==> src/rtl/probe_unit.sv <==
// rtl/probe_unit.sv - sequences one TileLink Probe through metadata read, shrink, ack/writeback and metadata write
// Optional feature macro: PROBE_MSHR_BLOCK_EN (adds mshr_block_probe and stalls CHECK while it is high).
module probe_unit #(
    parameter int ADDR_W = 32,
    parameter int IDX_W  = 6,
    parameter int TAG_W  = ADDR_W - IDX_W - 6,
    parameter int WAYS   = 4,
    parameter int SRC_W  = 4
) (
    input  logic              clock,
    input  logic              reset,
    input  logic              b_valid,
    output logic              b_ready,
    input  logic [1:0]        b_param,
    input  logic [ADDR_W-1:0] b_address,
    input  logic [SRC_W-1:0]  b_source,
    output logic              meta_read_valid,
    input  logic              meta_read_ready,
    output logic [IDX_W-1:0]  meta_read_idx,
    output logic [TAG_W-1:0]  meta_read_tag,
    input  logic [WAYS-1:0]   meta_way_en,
    input  logic [1:0]        meta_state,
    output logic              c_valid,
    input  logic              c_ready,
    output logic [2:0]        c_param,
    output logic [ADDR_W-1:0] c_address,
    output logic [SRC_W-1:0]  c_source,
    output logic              wb_req_valid,
    input  logic              wb_req_ready,
    output logic [2:0]        wb_req_param,
    output logic [WAYS-1:0]   wb_req_way_en,
    output logic [IDX_W-1:0]  wb_req_idx,
    output logic [TAG_W-1:0]  wb_req_tag,
    output logic [SRC_W-1:0]  wb_req_source,
    input  logic              wb_done,
    output logic              meta_write_valid,
    input  logic              meta_write_ready,
    output logic [IDX_W-1:0]  meta_write_idx,
    output logic [WAYS-1:0]   meta_write_way_en,
    output logic [TAG_W-1:0]  meta_write_tag,
    output logic [1:0]        meta_write_state,
`ifdef PROBE_MSHR_BLOCK_EN
    input  logic              mshr_block_probe,
`endif
    output logic              busy
);

    typedef enum logic [2:0] {
        S_IDLE, S_META_READ, S_META_RESP, S_CHECK,
        S_RELEASE, S_WB_REQ, S_WB_RESP, S_META_WRITE
    } state_t;

    state_t            state;
    logic [1:0]        cap_q;
    logic [ADDR_W-1:0] addr_q;
    logic [SRC_W-1:0]  src_q;
    logic              hit_q;
    logic [WAYS-1:0]   way_q;
    logic              data_q;
    logic [2:0]        report_q;
    logic [1:0]        new_q;

    logic              blocked;
    logic [1:0]        resp_state;
    logic              sh_data;
    logic [2:0]        sh_report;
    logic [1:0]        sh_new;

`ifdef PROBE_MSHR_BLOCK_EN
    assign blocked = mshr_block_probe;
`else
    assign blocked = 1'b0;
`endif

    // A miss is treated as Nothing regardless of what the array reports.
    assign resp_state = (|meta_way_en) ? meta_state : 2'd0;

    always_comb begin
        sh_data   = 1'b0;
        sh_report = 3'd5;
        sh_new    = 2'd0;
        case (resp_state)
            2'd3, 2'd2: begin
                sh_data = (resp_state == 2'd3);
                case (cap_q)
                    2'd0:    begin sh_report = 3'd3; sh_new = 2'd2; end
                    2'd1:    begin sh_report = 3'd0; sh_new = 2'd1; end
                    default: begin sh_report = 3'd1; sh_new = 2'd0; end
                endcase
            end
            2'd1: begin
                if (cap_q == 2'd0 || cap_q == 2'd1) begin
                    sh_report = 3'd4;
                    sh_new    = 2'd1;
                end else begin
                    sh_report = 3'd2;
                    sh_new    = 2'd0;
                end
            end
            default: begin
                sh_report = 3'd5;
                sh_new    = 2'd0;
            end
        endcase
    end

    always_ff @(posedge clock) begin
        if (reset) begin
            state            <= S_IDLE;
            b_ready          <= 1'b1;
            meta_read_valid  <= 1'b0;
            c_valid          <= 1'b0;
            wb_req_valid     <= 1'b0;
            meta_write_valid <= 1'b0;
            cap_q            <= '0;
            addr_q           <= '0;
            src_q            <= '0;
            hit_q            <= 1'b0;
            way_q            <= '0;
            data_q           <= 1'b0;
            report_q         <= '0;
            new_q            <= '0;
        end else begin
            case (state)
                S_IDLE: if (b_valid) begin
                    cap_q           <= b_param;
                    addr_q          <= b_address;
                    src_q           <= b_source;
                    b_ready         <= 1'b0;
                    meta_read_valid <= 1'b1;
                    state           <= S_META_READ;
                end
                S_META_READ: if (meta_read_ready) begin
                    meta_read_valid <= 1'b0;
                    state           <= S_META_RESP;
                end
                S_META_RESP: begin
                    hit_q    <= |meta_way_en;
                    way_q    <= meta_way_en;
                    data_q   <= sh_data;
                    report_q <= sh_report;
                    new_q    <= sh_new;
                    state    <= S_CHECK;
                end
                S_CHECK: if (!blocked) begin
                    if (data_q) begin
                        wb_req_valid <= 1'b1;
                        state        <= S_WB_REQ;
                    end else begin
                        c_valid <= 1'b1;
                        state   <= S_RELEASE;
                    end
                end
                S_RELEASE: if (c_ready) begin
                    c_valid <= 1'b0;
                    if (hit_q) begin
                        meta_write_valid <= 1'b1;
                        state            <= S_META_WRITE;
                    end else begin
                        b_ready <= 1'b1;
                        state   <= S_IDLE;
                    end
                end
                S_WB_REQ: if (wb_req_ready) begin
                    wb_req_valid <= 1'b0;
                    state        <= S_WB_RESP;
                end
                S_WB_RESP: if (wb_done) begin
                    meta_write_valid <= 1'b1;
                    state            <= S_META_WRITE;
                end
                S_META_WRITE: if (meta_write_ready) begin
                    meta_write_valid <= 1'b0;
                    b_ready          <= 1'b1;
                    state            <= S_IDLE;
                end
                default: begin
                    b_ready <= 1'b1;
                    state   <= S_IDLE;
                end
            endcase
        end
    end

    assign busy              = (state != S_IDLE);
    assign meta_read_idx     = addr_q[IDX_W+5:6];
    assign meta_read_tag     = addr_q[ADDR_W-1:IDX_W+6];
    assign c_param           = report_q;
    assign c_address         = addr_q;
    assign c_source          = src_q;
    assign wb_req_param      = report_q;
    assign wb_req_way_en     = way_q;
    assign wb_req_idx        = addr_q[IDX_W+5:6];
    assign wb_req_tag        = addr_q[ADDR_W-1:IDX_W+6];
    assign wb_req_source     = src_q;
    assign meta_write_idx    = addr_q[IDX_W+5:6];
    assign meta_write_way_en = way_q;
    assign meta_write_tag    = addr_q[ADDR_W-1:IDX_W+6];
    assign meta_write_state  = new_q;

endmodule

==> config.mk <==
export PLATFORM = sky130hd
export DESIGN_NAME = probe_unit
export DESIGN_NICKNAME = d
export VERILOG_FILES = /design/src/rtl/probe_unit.sv
export SDC_FILE = /design/constraint.sdc
export NUM_CORES = 1
export LEC_CHECK = 0
export CORE_UTILIZATION = 40
export CTS_CLUSTER_DIAMETER = 60
export DETAILED_ROUTE_END_ITERATION = 10
export HOLD_SLACK_MARGIN = 0.03
export PLACE_DENSITY = 0.87
export SLEW_MARGIN = 20
export SYNTH_ARGS = -nofsm -noshare
export SYNTH_HDL_FRONTEND = slang
export SYNTH_SLANG_ARGS = --single-unit
==> constraint.sdc <==
create_clock -name clock -period 3 [get_ports clock]
set_input_delay 0.45 -clock clock [delete_from_list [all_inputs] [get_ports clock]]
set_output_delay 0.45 -clock clock [all_outputs]
set_load 0.01 [all_outputs]
==> results.yml <==
run_status:
  status: "completed"
clock_network:
  ctsResizeCount: 0
  cts.path.max_buffers: 2
  cts_root_buf: "clkbuf_8"
  worstSkewPairLatency_ns: 0.32
  htreeDepth: 3
  cts_tree: "yes"
  post_cts_buffers: 0
  cts.hold.buffers_added: 0
  clkSinkCount: 57
  numCtsBuffers: 9
  path_clk_slew_ns: 0.07
placed_design:
  port_buffers: 191
  gp_congestion: 0.790
  dpl.cell_count: 559
  dp_hpwl_um: 5640
global_routing:
  gr-total-overflow: 0
  grt_pass1_vias: 2439
  grt_pass1_wl_um: 10900
  antenna_found_initial: 0
  grt_max_degree: 39
  track_usage_pct: 18.1
routing:
  wl_per_cell_um: 12.9
  drt-total-wl_um: 7440
  ant_nets: 0
  via_per_inst: 4.74
  remaining_drc_errors: 0
  dr.first_iter.drc_count: 85
  num_vias: 2725
  dr.pass1.iters: 6
die:
  fp.dieH_um: 88.4
  core_um2: 7250
  die_w_um: 88.4
  dieArea_um2: 7820
  core.rowCount: 31
  num_io_pins: 192
  start_util_pct: 41.2
power_and_ir_drop:
  power.leakage_nw: 1.62
  power.total_w: 0.00316
  power_density_nw_per_um2: 703
  max-vdd-ir-drop_v: 0.000395
sta:
  fin_crit_ns: 2.26
  slew_headroom_pct: 55.9
  hold_ws_ns: 0.454
  finalClockSkew_ns: 0.00476
  hold_violations: 0
  slew_violations: 0
  fmaxAchievable_mhz: 442
  setup_viol: 0
  tns_ns: 0
  rsz0062_at_grt: "false"
  period_share_pct: 75.4
  tightest_slew_ns: 0.661
yosys:
  synth.avg_cell_area_um2: 7.92
  synth_nets: 429
  seq_area_frac_synth_pct: 38.2
  ys_ff_latch: 57
  netlist_area_um2: 2990
  netlist_instances: 377
  synth_warnings: 0
  synth_cell_types: 41
worst_setup_path:
  worstPathCellList: "nor3_2, inv_1, clkdlybuf4s50_1"
  worst-path-max-fanout: 19
  start_kind: "register"
  reg2reg_from: "state[0]"
  crit_path_top_delay_cell: "dfxtp_1"
  end_kind: "output pin"
  r2r-end: "c_address[18]"
  critical_path.top_delay_family: "flip-flops"
  crit_buf_inv: 2
  arrival_ns: 1.81
  rrSetupSlack_ns: 0.94
  r2r_cells: 5
  crit_type: "register to output pin"
  crit_required_ns: 2.55
  setup.worst_path.start: "state[0]"
  cpPeakStageDelay_ns: 0.74
worst_hold_path:
  hold_path.class: "register to register"
  hold_depth: 2
  hold_start: "meta_write_state[1]"
  hold_end: "meta_write_state[1]"
final_layout:
  layout.core_utilization_pct: 61.9
  area_delta_synth_final_pct: 50.3
  antenna_cells: 0
  nets: 523
  drive_gt1_share_pct: 5.88
  fin_cells: 575
flow_run:
  drv_cap: 0
==> how the worst max path moves through the flow <==
| stage | to | cells past startpoint |
|---|---|---|
| finish | busy | 3 |
| global route | busy | 3 |
| CTS | busy | 3 |
| detailed placement | c_address[18] | 5 |
| global placement | c_address[16] | 5 |
| floorplan | c_param[0] | 4 |
==> state kept, by name, summed over array words and instances (netlist names) <==
| register | cells |
|---|---|
| cap_q | 2 |
| hit_q | 1 |
| meta_write_way_en | 4 |
| c_valid | 1 |
| state | 3 |
| c_address | 32 |
| meta_write_valid | 1 |
| wb_req_valid | 1 |
| data_q | 1 |
| c_param | 3 |
| meta_read_valid | 1 |
| b_ready | 1 |
| c_source | 4 |
| meta_write_state | 2 |
==> per-layer routing <==
metal	wire length [µm]	track usage [%]	up-vias
met5	0	0	-
met4	92	6.45	0
met3	552	6.34	8
met2	3870	34.1	109
met1	2930	18.4	1267
li1	-	-	1341
==> cells by family (layout without fill, tap and decap cells) <==
| logic type | count (synthesis) | in the layout | share of synthesized area [%] |
|---|---|---|---|
| buffers and inverters | 117 | 216 | 27.4 |
| AO/OA/AOI/OAI | 73 | 73 | 14.6 |
| AND/OR/NAND/NOR | 124 | 124 | 17.6 |
| multiplexers | 6 | 6 | 2.18 |
| flip-flops | 57 | 57 | 38.2 |
==> power by group <==
part / internal (W) / switching [W] / total, W
combinational: 0.000699 / 0.000548 / 0.00125
clock: 0.000573 / 0.000291 / 0.000864
sequential: 0.000882 / 0.000164 / 0.00105
==> cells in the final DEF (no fill, tap or decap), types with 2 or more instances in the layout <==
cell,netlist,routed
clkdlybuf4s50_1,0,190
nand2_1,97,97
dfxtp_1,57,57
a21oi_1,51,51
clkbuf_8,0,10
inv_1,5,5
mux2i_1,5,5
nor2_1,5,5
o21ai_0,5,5
nor3_1,5,5
nand4_1,3,3
nand3_1,3,3
bufinv_16,0,3
buf_4,93,3
a31oi_1,2,2
and3_1,2,2
or3_1,2,2
==> cell usage after synthesis, drive strengths merged <==
cell / instances / area [µm²]
a41oi: 1 / 8.76
mux2: 1 / 15.0
nor2: 5 / 18.8
o31ai: 1 / 12.5
clkbuf: 10 / 37.5
or4: 2 / 18.8
a22oi: 1 / 7.51
o21ai: 5 / 25.0
a311oi: 1 / 8.76
o211ai: 1 / 7.51
nand3: 4 / 25.0
nor3: 6 / 35.0
nand2: 97 / 364
o211a: 1 / 10.0
nand4b: 1 / 8.76
dfxtp: 57 / 1140
inv: 6 / 22.5
a32o: 1 / 10.0
a31oi: 2 / 12.5
o22ai: 1 / 6.26
nand4: 3 / 18.8
o21bai: 1 / 11.3
mux2i: 5 / 50.1
and3: 2 / 12.5
o41ai: 1 / 16.3
a2bb2oi: 1 / 8.76
a211oi: 1 / 7.51
and2: 1 / 6.26
a21oi: 52 / 264
nor4: 1 / 6.26
buf: 101 / 757
or3: 2 / 12.5
a2111o: 1 / 11.3
a211o: 1 / 8.76
==> worst min-delay path, stage by stage, from the launching register on <==
cell and delay, ns:
dfxtp_1 0.31, nand2_1 0.05, a21oi_1 0.05
==> cell type report <==
cell class	count	area, µm²
clock buffer	11	141
sequential	57	1140
fill	622	2760
multi-input combinational	203	1030
timing repair buffer	194	1930
clock inverter	5	103
inverter	6	22.5
tap	99	124
==> metrics by stage <==
| step | setup slack (ns) | area, µm² |
|---|---|---|
| global route | 0.605 | 4490 |
| CTS | 0.748 | 4490 |
| finish | 0.738 | 4490 |
| global placement | 0.992 | 4250 |
| floorplan | 1.58 | 2990 |
| detailed placement | 0.876 | 4250 |
No activity file was read; power rests on OpenSTA's default activity.
